<file path="src/rtl/rv32_uart.sv">
// rv32_uart: memory-mapped 8N1 UART on the rv32 data bus.
// Registers (BASE_ADDR aligned to 8 bytes):
//   +0x0 DATA   write: queue byte [7:0] for transmit
//               read : {23'b0, rx_valid, rx_data}
//   +0x4 STATUS read : {26'b0, rx_frame_err, rx_overrun, tx_overflow,
//                       rx_valid, tx_full, tx_empty}
//               write: a 1 in bits 2..5 clears the matching sticky flag
// The read path is purely combinational and returns 0 when the block is not
// addressed, so the top level can OR it with the data RAM read value.
module rv32_uart #(
   parameter logic [31:0] BASE_ADDR  = 32'h0001_0000,
   parameter int          CLK_DIV    = 104,
   parameter int          FIFO_DEPTH = 8
) (
   input  logic        clk,
   input  logic        reset_n,
   input  logic [31:0] address_in,
   input  logic [3:0]  write_mask_in,
   input  logic [31:0] write_value_in,
   output logic [31:0] read_value_out,
   output logic        tx_out,
   input  logic        rx_in
);

   localparam int PTR_W = $clog2(FIFO_DEPTH);
   localparam int CNT_W = PTR_W + 1;
   localparam int TMR_W = $clog2(CLK_DIV);

   // Bit timer reload values: a full bit period and the half-bit offset
   // used to land the RX start-bit check near its midpoint.
   localparam logic [TMR_W-1:0] TMR_FULL = TMR_W'(CLK_DIV - 1);
   localparam logic [TMR_W-1:0] TMR_HALF = TMR_W'(CLK_DIV / 2);
   localparam logic [CNT_W-1:0] CNT_FULL = CNT_W'(FIFO_DEPTH);

   typedef enum logic [1:0] {
      TX_IDLE,
      TX_START,
      TX_DATA,
      TX_STOP
   } tx_state_t;

   typedef enum logic [1:0] {
      RX_IDLE,
      RX_START,
      RX_DATA,
      RX_STOP
   } rx_state_t;

   // ------------------------------------------------------------------
   // Bus decode
   // ------------------------------------------------------------------
   logic sel;
   logic sel_data;
   logic sel_status;
   logic status_wr;
   logic clr_rx_valid;
   logic clr_tx_ovf;
   logic clr_rx_overrun;
   logic clr_rx_frame_err;

   assign sel        = (address_in[31:3] == BASE_ADDR[31:3]);
   assign sel_data   = sel & ~address_in[2];
   assign sel_status = sel &  address_in[2];

   // Only byte lane 0 carries meaning for either register.
   assign status_wr        = sel_status & write_mask_in[0];
   assign clr_rx_valid     = status_wr & write_value_in[2];
   assign clr_tx_ovf       = status_wr & write_value_in[3];
   assign clr_rx_overrun   = status_wr & write_value_in[4];
   assign clr_rx_frame_err = status_wr & write_value_in[5];

   // Address and lane bits this register block never looks at.
   logic unused_bus_bits;
   assign unused_bus_bits = ^{address_in[1:0], write_mask_in[3:1], write_value_in[31:8]};

   // ------------------------------------------------------------------
   // TX FIFO
   // ------------------------------------------------------------------
   logic [7:0]       fifo_mem_q [FIFO_DEPTH];
   logic [PTR_W-1:0] wr_ptr_q;
   logic [PTR_W-1:0] rd_ptr_q;
   logic [CNT_W-1:0] count_q;
   logic [CNT_W-1:0] count_d;
   logic             tx_ovf_q;

   logic fifo_full;
   logic fifo_empty;
   logic push_req;
   logic push_ok;
   logic tx_pop;

   // Fullness is judged on the count before any same-cycle pop, so a push
   // into a full FIFO is dropped even if the transmitter frees a slot.
   assign fifo_full  = (count_q == CNT_FULL);
   assign fifo_empty = (count_q == '0);
   assign push_req   = sel_data & write_mask_in[0];
   assign push_ok    = push_req & ~fifo_full;

   // Occupancy after this cycle's push and pop.
   always_comb begin
      count_d = count_q;
      if (push_ok && !tx_pop) begin
         count_d = count_q + CNT_W'(1);
      end else if (!push_ok && tx_pop) begin
         count_d = count_q - CNT_W'(1);
      end
   end

   // FIFO storage: plain array without reset so it maps onto RAM.
   always_ff @(posedge clk) begin
      if (reset_n && push_ok) begin
         fifo_mem_q[wr_ptr_q] <= write_value_in[7:0];
      end
   end

   // FIFO pointers, occupancy and the sticky overflow flag (set beats clear).
   always_ff @(posedge clk) begin
      if (!reset_n) begin
         wr_ptr_q <= '0;
         rd_ptr_q <= '0;
         count_q  <= '0;
         tx_ovf_q <= 1'b0;
      end else begin
         if (push_ok) begin
            wr_ptr_q <= wr_ptr_q + PTR_W'(1);
         end
         if (tx_pop) begin
            rd_ptr_q <= rd_ptr_q + PTR_W'(1);
         end
         count_q <= count_d;
         if (clr_tx_ovf) begin
            tx_ovf_q <= 1'b0;
         end
         if (push_req && fifo_full) begin
            tx_ovf_q <= 1'b1;
         end
      end
   end

   // ------------------------------------------------------------------
   // Transmitter
   // ------------------------------------------------------------------
   tx_state_t        tx_state_q;
   logic [TMR_W-1:0] tx_timer_q;
   logic [2:0]       tx_bit_q;
   logic [7:0]       tx_shift_q;
   logic             tx_out_q;
   logic             tx_empty;

   // A byte leaves the FIFO when the line is idle, or on the last cycle of a
   // stop bit so consecutive frames follow each other with no idle gap.
   assign tx_pop = ~fifo_empty &
                   ((tx_state_q == TX_IDLE) ||
                    ((tx_state_q == TX_STOP) && (tx_timer_q == '0)));

   assign tx_empty = fifo_empty & (tx_state_q == TX_IDLE);
   assign tx_out   = tx_out_q;

   // TX frame sequencer with a registered line output; every state/bit
   // lasts exactly CLK_DIV cycles.
   always_ff @(posedge clk) begin
      if (!reset_n) begin
         tx_state_q <= TX_IDLE;
         tx_timer_q <= '0;
         tx_bit_q   <= '0;
         tx_shift_q <= '0;
         tx_out_q   <= 1'b1;
      end else begin
         case (tx_state_q)
            TX_IDLE: begin
               if (tx_pop) begin
                  tx_shift_q <= fifo_mem_q[rd_ptr_q];
                  tx_out_q   <= 1'b0;
                  tx_timer_q <= TMR_FULL;
                  tx_state_q <= TX_START;
               end
            end
            TX_START: begin
               if (tx_timer_q == '0) begin
                  tx_out_q   <= tx_shift_q[0];
                  tx_bit_q   <= '0;
                  tx_timer_q <= TMR_FULL;
                  tx_state_q <= TX_DATA;
               end else begin
                  tx_timer_q <= tx_timer_q - TMR_W'(1);
               end
            end
            TX_DATA: begin
               if (tx_timer_q == '0) begin
                  tx_timer_q <= TMR_FULL;
                  if (tx_bit_q == 3'd7) begin
                     tx_out_q   <= 1'b1;
                     tx_state_q <= TX_STOP;
                  end else begin
                     // LSB first: shift the next bit down into position 0.
                     tx_out_q   <= tx_shift_q[1];
                     tx_shift_q <= {1'b0, tx_shift_q[7:1]};
                     tx_bit_q   <= tx_bit_q + 3'd1;
                  end
               end else begin
                  tx_timer_q <= tx_timer_q - TMR_W'(1);
               end
            end
            TX_STOP: begin
               if (tx_timer_q == '0) begin
                  if (tx_pop) begin
                     tx_shift_q <= fifo_mem_q[rd_ptr_q];
                     tx_out_q   <= 1'b0;
                     tx_timer_q <= TMR_FULL;
                     tx_state_q <= TX_START;
                  end else begin
                     tx_state_q <= TX_IDLE;
                  end
               end else begin
                  tx_timer_q <= tx_timer_q - TMR_W'(1);
               end
            end
            default: begin
               tx_out_q   <= 1'b1;
               tx_state_q <= TX_IDLE;
            end
         endcase
      end
   end

   // ------------------------------------------------------------------
   // Receiver
   // ------------------------------------------------------------------
   logic rx_meta_q;
   logic rx_sync_q;
   logic rx_prev_q;
   logic rx_fall;

   // Two-flop synchroniser for the asynchronous line, plus one more stage
   // of history for falling-edge detection; all idle high out of reset.
   always_ff @(posedge clk) begin
      if (!reset_n) begin
         rx_meta_q <= 1'b1;
         rx_sync_q <= 1'b1;
         rx_prev_q <= 1'b1;
      end else begin
         rx_meta_q <= rx_in;
         rx_sync_q <= rx_meta_q;
         rx_prev_q <= rx_sync_q;
      end
   end

   assign rx_fall = rx_prev_q & ~rx_sync_q;

   rx_state_t        rx_state_q;
   logic [TMR_W-1:0] rx_timer_q;
   logic [2:0]       rx_bit_q;
   logic [7:0]       rx_shift_q;
   logic [7:0]       rx_data_q;
   logic             rx_valid_q;
   logic             rx_overrun_q;
   logic             rx_frame_err_q;

   // RX frame sequencer and its status flags; clears are applied first so a
   // same-cycle set from the frame logic wins.
   always_ff @(posedge clk) begin
      if (!reset_n) begin
         rx_state_q     <= RX_IDLE;
         rx_timer_q     <= '0;
         rx_bit_q       <= '0;
         rx_shift_q     <= '0;
         rx_data_q      <= '0;
         rx_valid_q     <= 1'b0;
         rx_overrun_q   <= 1'b0;
         rx_frame_err_q <= 1'b0;
      end else begin
         if (clr_rx_valid) begin
            rx_valid_q <= 1'b0;
         end
         if (clr_rx_overrun) begin
            rx_overrun_q <= 1'b0;
         end
         if (clr_rx_frame_err) begin
            rx_frame_err_q <= 1'b0;
         end

         case (rx_state_q)
            RX_IDLE: begin
               if (rx_fall) begin
                  rx_timer_q <= TMR_HALF;
                  rx_state_q <= RX_START;
               end
            end
            RX_START: begin
               if (rx_timer_q == '0) begin
                  // A start bit that is already high again was a glitch.
                  if (!rx_sync_q) begin
                     rx_bit_q   <= '0;
                     rx_timer_q <= TMR_FULL;
                     rx_state_q <= RX_DATA;
                  end else begin
                     rx_state_q <= RX_IDLE;
                  end
               end else begin
                  rx_timer_q <= rx_timer_q - TMR_W'(1);
               end
            end
            RX_DATA: begin
               if (rx_timer_q == '0) begin
                  rx_shift_q <= {rx_sync_q, rx_shift_q[7:1]};
                  rx_timer_q <= TMR_FULL;
                  if (rx_bit_q == 3'd7) begin
                     rx_state_q <= RX_STOP;
                  end else begin
                     rx_bit_q <= rx_bit_q + 3'd1;
                  end
               end else begin
                  rx_timer_q <= rx_timer_q - TMR_W'(1);
               end
            end
            RX_STOP: begin
               if (rx_timer_q == '0) begin
                  if (rx_sync_q) begin
                     rx_data_q  <= rx_shift_q;
                     rx_valid_q <= 1'b1;
                     if (rx_valid_q) begin
                        rx_overrun_q <= 1'b1;
                     end
                  end else begin
                     rx_frame_err_q <= 1'b1;
                  end
                  rx_state_q <= RX_IDLE;
               end else begin
                  rx_timer_q <= rx_timer_q - TMR_W'(1);
               end
            end
            default: begin
               rx_state_q <= RX_IDLE;
            end
         endcase
      end
   end

   // ------------------------------------------------------------------
   // Read path
   // ------------------------------------------------------------------

   // Combinational register read, zero when the block is not addressed.
   always_comb begin
      read_value_out = '0;
      if (sel_data) begin
         read_value_out = {23'b0, rx_valid_q, rx_data_q};
      end else if (sel_status) begin
         read_value_out = {26'b0, rx_frame_err_q, rx_overrun_q, tx_ovf_q,
                           rx_valid_q, fifo_full, tx_empty};
      end
   end

endmodule

</file>
<file path="config.mk">
export PLATFORM = sky130hd
export DESIGN_NAME = rv32_uart
export DESIGN_NICKNAME = d
export VERILOG_FILES = /design/src/rtl/rv32_uart.sv
export SDC_FILE = /design/constraint.sdc
export NUM_CORES = 1
export LEC_CHECK = 0
export ABC_AREA = 1
export BUFFER_PORTS_ARGS = -buffer_cell sky130_fd_sc_hd__buf_2
export CORE_UTILIZATION = 57
export DETAILED_ROUTE_END_ITERATION = 10
export PLACE_DENSITY = 0.8
export SLEW_MARGIN = 20
export SYNTH_ARGS = -nofsm -noshare
export SYNTH_HDL_FRONTEND = slang
export SYNTH_SLANG_ARGS = --single-unit
</file>
<file path="constraint.sdc">
create_clock -name clk -period 3.2 [get_ports clk]
set_clock_uncertainty 0.05 [all_clocks]
set_input_delay 0.16 -clock clk [delete_from_list [all_inputs] [get_ports clk]]
set_output_delay 0.16 -clock clk [all_outputs]
set_load 0.05 [all_outputs]
</file>
# == Word-level counts from Yosys, hierarchy flattened ==
# Memories as Yosys holds them, arrays and structs flattened. A register that Yosys moved wholly into a read port is not among the register bits.
# Cells that the tools add are included.
# word_totals
ramBits,64
reg_bits,66
word_cells,165
memories,1
out_inout_bits,33
# classes
n_eq_ne,25
addsub,8
reduce_logical,28
n_bitwise,16
mux,67
# memory_table
memory,depth,width,read_ports,rd_clocked_by_memory_dff,wr,line,text
fifo_mem_q,8,8,1,1,1,79,logic [7:0] fifo_mem_q [FIFO_DEPTH];
# ops
operator,count
2-to-1 mux 7 bit,8
2-to-1 mux 8 bit,4
"== test 29 x 14 -> 1 bit, second input constant",1
case mux 7 bit (4 select lines),1
2-to-1 mux 3 bit,9
"inequality test 2 bit, second input constant",13
case mux 8 bit (3 select lines),1
2-to-1 mux 1 bit,23
2-to-1 mux 2 bit,11
case mux 7 bit (3 select lines),1
case mux 2 bit (4 select lines),2
AND reduction 5 bit,3
zero test 7 bit,2
"subtractor 7 x 1 -> 7 bit, second input constant",2
"adder 3 x 1 -> 3 bit, second input constant",4
AND 1 bit,12
case mux 3 bit (2 select lines),2
2-to-1 mux 9 bit,1
AND reduction 3 bit,3
"== test 2 bit, second input constant",4
2-to-1 mux 4 bit,2
AND reduction 4 bit,2
nonzero test 2 bit,4
"== test 3 bit, second input constant",2
17 further kinds,27

# == Logic depth before layout (Yosys ltp) ==
# Gate-level depths: netlist of the first run.
# depth
word_depth,9
mapped_depth,18
mapped_depth_nobuf,18

# == Least setup slack after synthesis of the first run ==
# Ideal clock, no wire load.
# synth_path
path_type,flip-flop to flip-flop
from,register tx_timer_q[0]
to,register count_q[3]
setup_slack_ns,0.838
synth_period_minus_slack_ns,2.362
arrival_ns,2.199
path_stages_with_launch,18
n_path_buf,0
setup_time_ns,0.113
path_cell_list,dfxtp_1 -> inv_1 -> ha_1 -> inv_1 -> nor2_1 -> nand3_2 -> nand2_2 -> nand2_4 -> ha_1 -> inv_1 -> ha_1 -> nand2_1 -> nand2_1 -> a21oi_1 -> o21ai_0 -> a21o_1 -> nor2_1 -> nor2_1
# synth_via
elab_chain_cells,7
word_cells_on_any_way,9
# synth_lines
item,line,text
start: declaration,144,logic [TMR_W-1:0] tx_timer_q;
start signal: assignment,185,tx_timer_q <= tx_timer_q - TMR_W'(1);
start signal: assignment,201,tx_timer_q <= tx_timer_q - TMR_W'(1);
start signal: assignment,215,tx_timer_q <= tx_timer_q - TMR_W'(1);
zero test 7 bit *,154,((tx_state_q == TX_STOP) && (tx_timer_q == '0)));
logical AND 1 bit *,154,
logical OR 1 bit *,153,((tx_state_q == TX_IDLE) ||
AND 1 bit *,152,assign tx_pop = ~fifo_empty &
zero test 1 bit,102,if (push_ok && !tx_pop) begin
logical AND 1 bit,102,
2-to-1 mux 4 bit / nonzero test 2 bit (equally long branches),--,
end signal: assignment,130,count_q <= count_d;
end: declaration,82,logic [CNT_W-1:0] count_q;
# Mark *: on every way between the ends. The rest lies on a longest branch, timed or not.
# A chain may end at the register's enable or synchronous reset.

# == Worst setup path in the final report of the first run ==
# Same ends and word-level chain as after synthesis.

==> out/qor.yml, run 1 <==
cts_tree: "built"
synth_area_leaders: "edfxtp_1 29%, dfxtp_1 21%, nand2_1 9.3%"
period_minus_slack_ns: 2.68
cp_max_fo: 9
grt_max_degree: 33
synth_area_leader_cell: "edfxtp_1"
post-dp-hpwl_um: 9540
syn_avg_cell_area_um2: 8.06
synth_edf_count: 64
antenna_found_initial: 0
drv_slew: 0
clock_latency_ns: 0.43
power_density_mw_per_mm2: 832
io_pins: 104
finalCritPeriodShare_pct: 83.8
cts-htree-levels: 4
grt_usage_pct: 26.3
ir_drop_mv: 0.593
core.rowCount: 39
port_buffers: 51
criticalPathCategory: "flop to flop"
grt_pass1_wl_um: 24300
fp.coreArea_mm2: 0.0114
setup_tns_ns: 0
clock_path_buffers: 2
yosysTopAreaCellShare_pct: 28.7
clock_sinks: 133
slowest_stage: "dfxtp_1"
path_cells: "inv_1 > ha_1 > inv_1 > nor2_1 > nand3_2 > nand2_2 > nand2_4 > ha_1 > inv_1 > ha_1 > nand2_1 > nand2_1 > a21oi_1 > o21ai_0 > a21o_1 > nand2_1 > nand2_1 > nor2_1"
grt_setup_unrepaired: "false"
worstPathArrival_ns: 3.00
detail-route-antenna-nets: 0
timing.fmax_mhz: 373
synth.distinct_cells: 40
clock-root-buffer: "clkbuf_16"
path_clk_slew_ns: 0.06
synth-seq-cells: 133
wl_um: 14600
status: "complete, no violations"
antennaDiodeCount: 0
yosysSeqAreaShare_pct: 49.4
final_cells: 1050
fp.dieArea_mm2: 0.0122
synthCells: 830
worstMarginPinSlew_ns: 0.980
cpPeakStageDelay_ns: 0.32
viasPerCell: 5.29
p_seq_share_pct: 33.8
p_int_w: 0.00392
critPathRequiredTime_ns: 3.51
cap_violations: 0
worst_hold_path_type: "primary input to flop"
cts_buffers: 17
die_y_um: 110
die_w_um: 110
finalSetupViolCount: 0
comb_power_share_pct: 36.2
crit_top_cell: "nand2_1"
p_sw_w: 0.00246
layout-area-overhead-vs-synth_pct: 14.7
vias: 5556
drt_iter0_drc: 384
worstSetupEndpointType: "flop"
netSwitchingFraction_pct: 38.6
drc_errors: 0
post-place-cells: 1009
start_util_pct: 58.6
dr.pass1.iters: 5
ys_async_sr_fraction_pct: 0
first_global_vias: 5392
nets: 987
gp_congestion: 0.852
detail_route.wl_per_cell_um: 13.9
synth_warnings: 0
synthFlopType: "dfxtp_1"
leakagePower_nw: 3.28
syn_area_mm2: 0.00669
hold_viol: 0
overflow: 0
clkPwrFrac_pct: 30.0
relSlewSlack_pct: 34.6
drive_above_1_share_pct: 12.8
worstSetupStartpointType: "flop"
## stage by stage
step	power [W]	area [µm²]	worst slack, ns	hold slack [ns]	util (%)
after floorplan	0.00404	6770	0.838	0.209	-
after global placement	0.00437	7000	0.593	0.295	61.3
after CTS	0.00639	7670	0.541	0.00881	67.2
final	0.00638	7670	0.518	0.0206	67.2
after detailed placement	0.00445	7000	0.526	0.299	61.3
after global routing	0.00683	7670	0.307	0.0235	67.2
## per-layer routing
layer | routed length (µm) | share of wire [%] | GRT usage [%]
met4 | 266 | 1.8 | 10.3
met2 | 7330 | 50 | 45.7
met3 | 711 | 4.9 | 6.29
met1 | 6310 | 43 | 31.3
met5 | 0 | 0 | 0
## timing repair
action                                 CTS  global route
buffers inserted                         0             0
hold buffers                             9             0
endpoints found under the hold margin   55             0
resized for setup                        0             0
## flip-flops by register name (all words and copies together) (netlist names), named ones only
| name | flops |
|---|---|
| count_q | 4 |
| tx_shift_q | 8 |
| fifo_mem_q | 64 |
| rx_data_q | 8 |
| rd_ptr_q | 3 |
| rx_sync_q | 1 |
| rx_shift_q | 8 |
| rx_state_q | 1 |
| rx_timer_q | 7 |
| tx_state_q | 2 |
| rx_bit_q | 3 |
| rx_prev_q | 1 |
| rx_meta_q | 1 |
| rx_overrun_q | 1 |
| tx_timer_q | 7 |
| tx_out | 1 |
| tx_bit_q | 3 |
| wr_ptr_q | 3 |
| tx_ovf_q | 1 |
| rx_frame_err_q | 1 |
| rx_valid_q | 1 |
## critical path, delay by kind of cell (launching register included)
family,cells,cell delay (ns)
flip-flops,1,0.32
AO/OA/AOI/OAI,3,0.45
adder cells (fa/ha/maj),3,0.63
buffers and inverters,3,0.28
AND/OR/NAND/NOR,9,0.89
## cells in the final DEF (no fill, tap or decap), drive strengths merged, types with 2 or more instances in the layout
cell type / netlist / final
a211oi: 2 / 2
a21oi: 43 / 43
a31oi: 5 / 5
buf: 32 / 62
bufinv: 0 / 2
clkbuf: 16 / 18
clkinv: 4 / 8
clkinvlp: 0 / 4
conb: 1 / 23
dfxtp: 69 / 69
dlygate4sd3: 0 / 9
edfxtp: 64 / 64
ha: 21 / 21
inv: 84 / 88
nand2: 172 / 172
nand3: 87 / 87
nand3b: 3 / 3
nand4: 12 / 12
nor2: 124 / 124
nor3: 10 / 10
o211ai: 5 / 5
o21ai: 61 / 61
or2: 6 / 6
xor2: 4 / 4
## synth_stat cells (2+ instances only)
master	n
a211oi_1	2
a21oi_1	40
a21oi_2	2
a31oi_1	5
buf_2	7
buf_4	23
buf_6	2
clkbuf_1	16
clkinv_1	3
dfxtp_1	69
edfxtp_1	64
ha_1	21
inv_1	81
inv_2	3
nand2_1	166
nand2_2	3
nand2_4	3
nand3_1	86
nand3b_1	3
nand4_1	11
nor2_1	121
nor2_2	2
nor3_1	10
o211ai_1	5
o21ai_0	60
or2_2	5
xor2_1	4
## cell families after synthesis
kind of cell               count (synthesis)  share of synthesized area, %
and+or+nand+nor                          414                          26.7
buffers and inverters                    136                          9.30
DFF                                      133                          49.4
AOI/OAI and AO/OA                        119                          9.69
adders and majority gates                 22                          4.23
xor gates and xnor gates                   5                         0.655
other                                      1                        0.0561
## cell type report
cell class,count,area (µm²)
Clock buffer,18,429
Timing Repair Buffer,71,428
Fill cell,940,3750
Sequential cell,133,3300
Multi-Input combinational cell,583,2850
Inverter,88,332
Tap cell,143,179
Clock inverter,14,153
## power groups by stage
stage          clock (W)  sequential [W]  combinational, W
6_report         0.00191         0.00216           0.00231
5_1_grt          0.00201         0.00219           0.00263
4_1_cts          0.00193         0.00215           0.00231
3_5_place_dp           0         0.00218           0.00227
3_3_place_gp           0         0.00218           0.00219
2_1_floorplan          0         0.00217           0.00187
## worst paths after layout
path	start	to	slack (ns)	cells after the start
worst min-delay path	write_value_in[3]	fifo_mem_q[1][3]	0.02	1
worst min register to register	rx_meta_q	rx_sync_q	0.37	1
worst max register to register	tx_timer_q[0]	count_q[3]	0.52	18
worst max-delay path	tx_timer_q[0]	count_q[3]	0.52	18
No activity file was read; power rests on OpenSTA's default activity.
==> inputs of run 2 (changes only) <==
- ABC_AREA: 1 -> 0
- clock period: 3.2 -> 2.7 ns (I/O delays scaled with it)
==> run 2 against run 1 <==
  * Worst setup slack lost 0.41 ns
  * Synthesized cell count fell by 27%
  * Power grew 18%
  * Clock power rose by 17%
  * Combinational power grew 19%
  * Hold slack worse by 0.0019 ns
  * Cell area is 2.2% higher
  * Critical path type unchanged
  * Largest cell class unchanged
==> out/qor.yml, run 2 <==
cp-endpoint: "count_q[3]"
largest-register: "fifo_mem_q"
fp.coreArea_mm2: 0.0114  # -0.43%
worstPathArrival_ns: 2.90  # -0.10 ns
hold_viol: 0  # unchanged
layout_common_cells: "65 x dfxtp_1, 64 x edfxtp_1, 51 x buf_2"
die_y_um: 110  # -0.42%
grt_usage_pct: 27.5  # +1.2 points
synth_edf_count: 64  # unchanged
netSwitchingFraction_pct: 36.3  # -2.3 points
finalCritPeriodShare_pct: 96.1  # +12 points
clock_latency_ns: 0.43  # about the same
vias: 5169  # -7.0%
clock_path_buffers: 2  # unchanged
drive_above_1_share_pct: 24.1  # +11 points
power_density_mw_per_mm2: 960  # +15%
viasPerCell: 6.12  # +16%
worstReg2RegEnd: "count_q[3]"
synth.distinct_cells: 70  # +75%
cts-htree-levels: 4  # unchanged
worstMarginPinSlew_ns: 0.685  # -0.295 ns
detail-route-antenna-nets: 0  # unchanged
final_cells: 844  # -20%
clock_sinks: 133  # unchanged
timing.rr.start: "count_q[2]"
synth-seq-cells: 133  # unchanged
final_common_cell: "dfxtp_1"
fp.dieArea_mm2: 0.0121  # -0.84%
synth_most_common_cell: "dfxtp_1"
cp-startpoint: "count_q[2]"
ir_drop_mv: 0.799  # +35%
synthCells: 607  # -27%
start_util_pct: 58.3  # -0.25 points
cts_tree: "built"
detail_route.wl_per_cell_um: 18.2  # +31%
grt_setup_unrepaired: "false"
syn_area_mm2: 0.00663  # -0.86%
relSlewSlack_pct: 54.3  # +20 points
grt_pass1_wl_um: 24600  # +1.5%
synthFlopType: "dfxtp_1"
p_sw_w: 0.00273  # +11%
rr_worst_depth: 10  # -8
overflow: 0  # unchanged
period_minus_slack_ns: 2.60  # -0.0864 ns
slowest_stage: "or4b_4"
r2r_slack_ns: 0.10  # -0.41 ns
timing.fmax_mhz: 385  # +3.3%
io_pins: 104  # unchanged
largest_register_ffs: 64  # unchanged
cp_max_fo: 6  # -3
port_buffers: 51  # unchanged
yosysTopAreaCellShare_pct: 29.0  # +0.25 points
drc_errors: 0  # unchanged
status: "complete, no violations"
design_area_mm2: 0.00784  # +2.2%
path_cells: "or4b_4 > nand2_1 > nor2_1 > ha_4 > inv_1 > ha_1 > a21o_1 > a21oi_2 > mux2i_2 > mux2i_1"
die_w_um: 110  # -0.42%
p_seq_share_pct: 33.9  # about the same
antennaDiodeCount: 0  # unchanged
first_global_vias: 5149  # -4.5%
layout-area-overhead-vs-synth_pct: 18.2
post-place-cells: 800  # -21%
critPathRequiredTime_ns: 3.01  # -0.50 ns
worstSetupEndpointType: "flop"
drv_slew: 0  # unchanged
gp_congestion: 0.848  # -0.46%
cts_buffers: 17  # unchanged
p_int_w: 0.00479  # +22%
syn_avg_cell_area_um2: 10.9  # +36%
core.rowCount: 39  # unchanged
ys_async_sr_fraction_pct: 0  # unchanged
synth_area_leaders: "edfxtp_1 29%, dfxtp_1 21%, mux2i_1 4.8%"
post-dp-hpwl_um: 9830  # +3.1%
wl_um: 15400  # +5.2%
cap_violations: 0  # unchanged
worst_hold_path_type: "primary input to flop"
placed_area_mm2: 0.00709  # +1.4%
nets: 781  # -21%
synth_common_cells: "69 x dfxtp_1, 64 x edfxtp_1, 42 x nor2_1"
drt_iter0_drc: 337  # -12%
yosysSeqAreaShare_pct: 49.8  # +0.43 points
grt_max_degree: 41  # +24%
clkPwrFrac_pct: 29.6  # -0.4 points
clock-root-buffer: "clkbuf_16"
synth_warnings: 0  # unchanged
comb_power_share_pct: 36.5  # +0.3 points
synth_area_leader_cell: "edfxtp_1"
cpPeakStageDelay_ns: 0.53  # +0.21 ns
antenna_found_initial: 0  # unchanged
leakagePower_nw: 3.01  # -8.4%
finalSetupViolCount: 0  # unchanged
criticalPathCategory: "flop to flop"
path_clk_slew_ns: 0.07  # about the same
dr.pass1.iters: 5  # unchanged
worstSetupStartpointType: "flop"
[run 2: cell families after synthesis]
| group | count (synthesis) | synth area share [%] |
|---|---|---|
| simple gates | 202 | 16.9 |
| flops | 133 | 49.8 |
| compound gates | 117 | 12.9 |
| buf+inv | 84 | 6.25 |
| mux | 46 | 9.58 |
| fa+ha+maj | 22 | 4.26 |
| xor+xnor | 2 | 0.264 |
| other cells | 1 | 0.0565 |
[run 2: metrics by stage]
stage	setup WS, ns	utilization [%]	TNS (ns)	hold slack [ns]	total power [W]
6_report	0.104	68.9	0	0.0187	0.00752
5_1_grt	0.0157	68.9	0	0.0314	0.00790
4_1_cts	0.0282	68.5	0	0.0120	0.00744
3_5_place_dp	-0.111	62.4	-0.111	0.279	0.00510
3_3_place_gp	0.0609	62.4	0	0.266	0.00496
2_1_floorplan	0.00278	-	0	0.184	0.00444
[run 2: power groups by stage]
| stage | sequential (W) | combinational (W) | clock (W) |
|---|---|---|---|
| global placement | 0.00255 | 0.00241 | 0 |
| detailed placement | 0.00257 | 0.00253 | 0 |
| CTS | 0.00254 | 0.00266 | 0.00224 |
| finish | 0.00255 | 0.00275 | 0.00223 |
| global route | 0.00258 | 0.00299 | 0.00233 |
| floorplan | 0.00255 | 0.00189 | 0 |
[run 2: worst min path at each step]
stage / start / end / cells after the start
final: write_mask_in[0] / tx_ovf_q / 3
after global routing: write_mask_in[0] / tx_ovf_q / 3
after CTS: write_mask_in[0] / tx_ovf_q / 3
after detailed placement: rx_in / rx_meta_q / 2
after global placement: rx_in / rx_meta_q / 2
after floorplan: write_value_in[0] / fifo_mem_q[0][0] / 0
[run 2: worst max-delay path: cells and delay by family, from the launching register on]
kind / cells / cell delay (ns)
fa+ha+maj: 2 / 0.40
compound gates: 2 / 0.40
flops: 1 / 0.39
mux: 2 / 0.49
buf+inv: 1 / 0.07
simple gates: 3 / 0.72
[run 2: final cells by class]
type	count	area, µm²
Inverter	26	97.6
Multi-Input combinational cell	412	3050
Timing Repair Buffer	98	631
Fill cell	770	3530
Sequential cell	133	3310
Tap cell	143	179
Clock buffer	18	429
Clock inverter	14	138
[run 2: what timing repair did]
action	4_1_cts	5_1_grt
setup endpoints to repair	1	2
hold endpoints to repair	65	0
hold buffers	9	0
setup buffers	1	2
pin swaps	2	3
resized for setup	6	12
[run 2: routing by layer]
metal | share of wire [%] | vias to the layer above | wire, µm | global-route usage (%)
li1 | - | 2419 | - | -
met3 | 5.6 | 53 | 862 | 6.99
met2 | 52 | 237 | 8030 | 48.8
met5 | 0 | - | 0 | 0
met4 | 2.9 | 0 | 442 | 12.5
met1 | 39 | 2460 | 6050 | 31.0
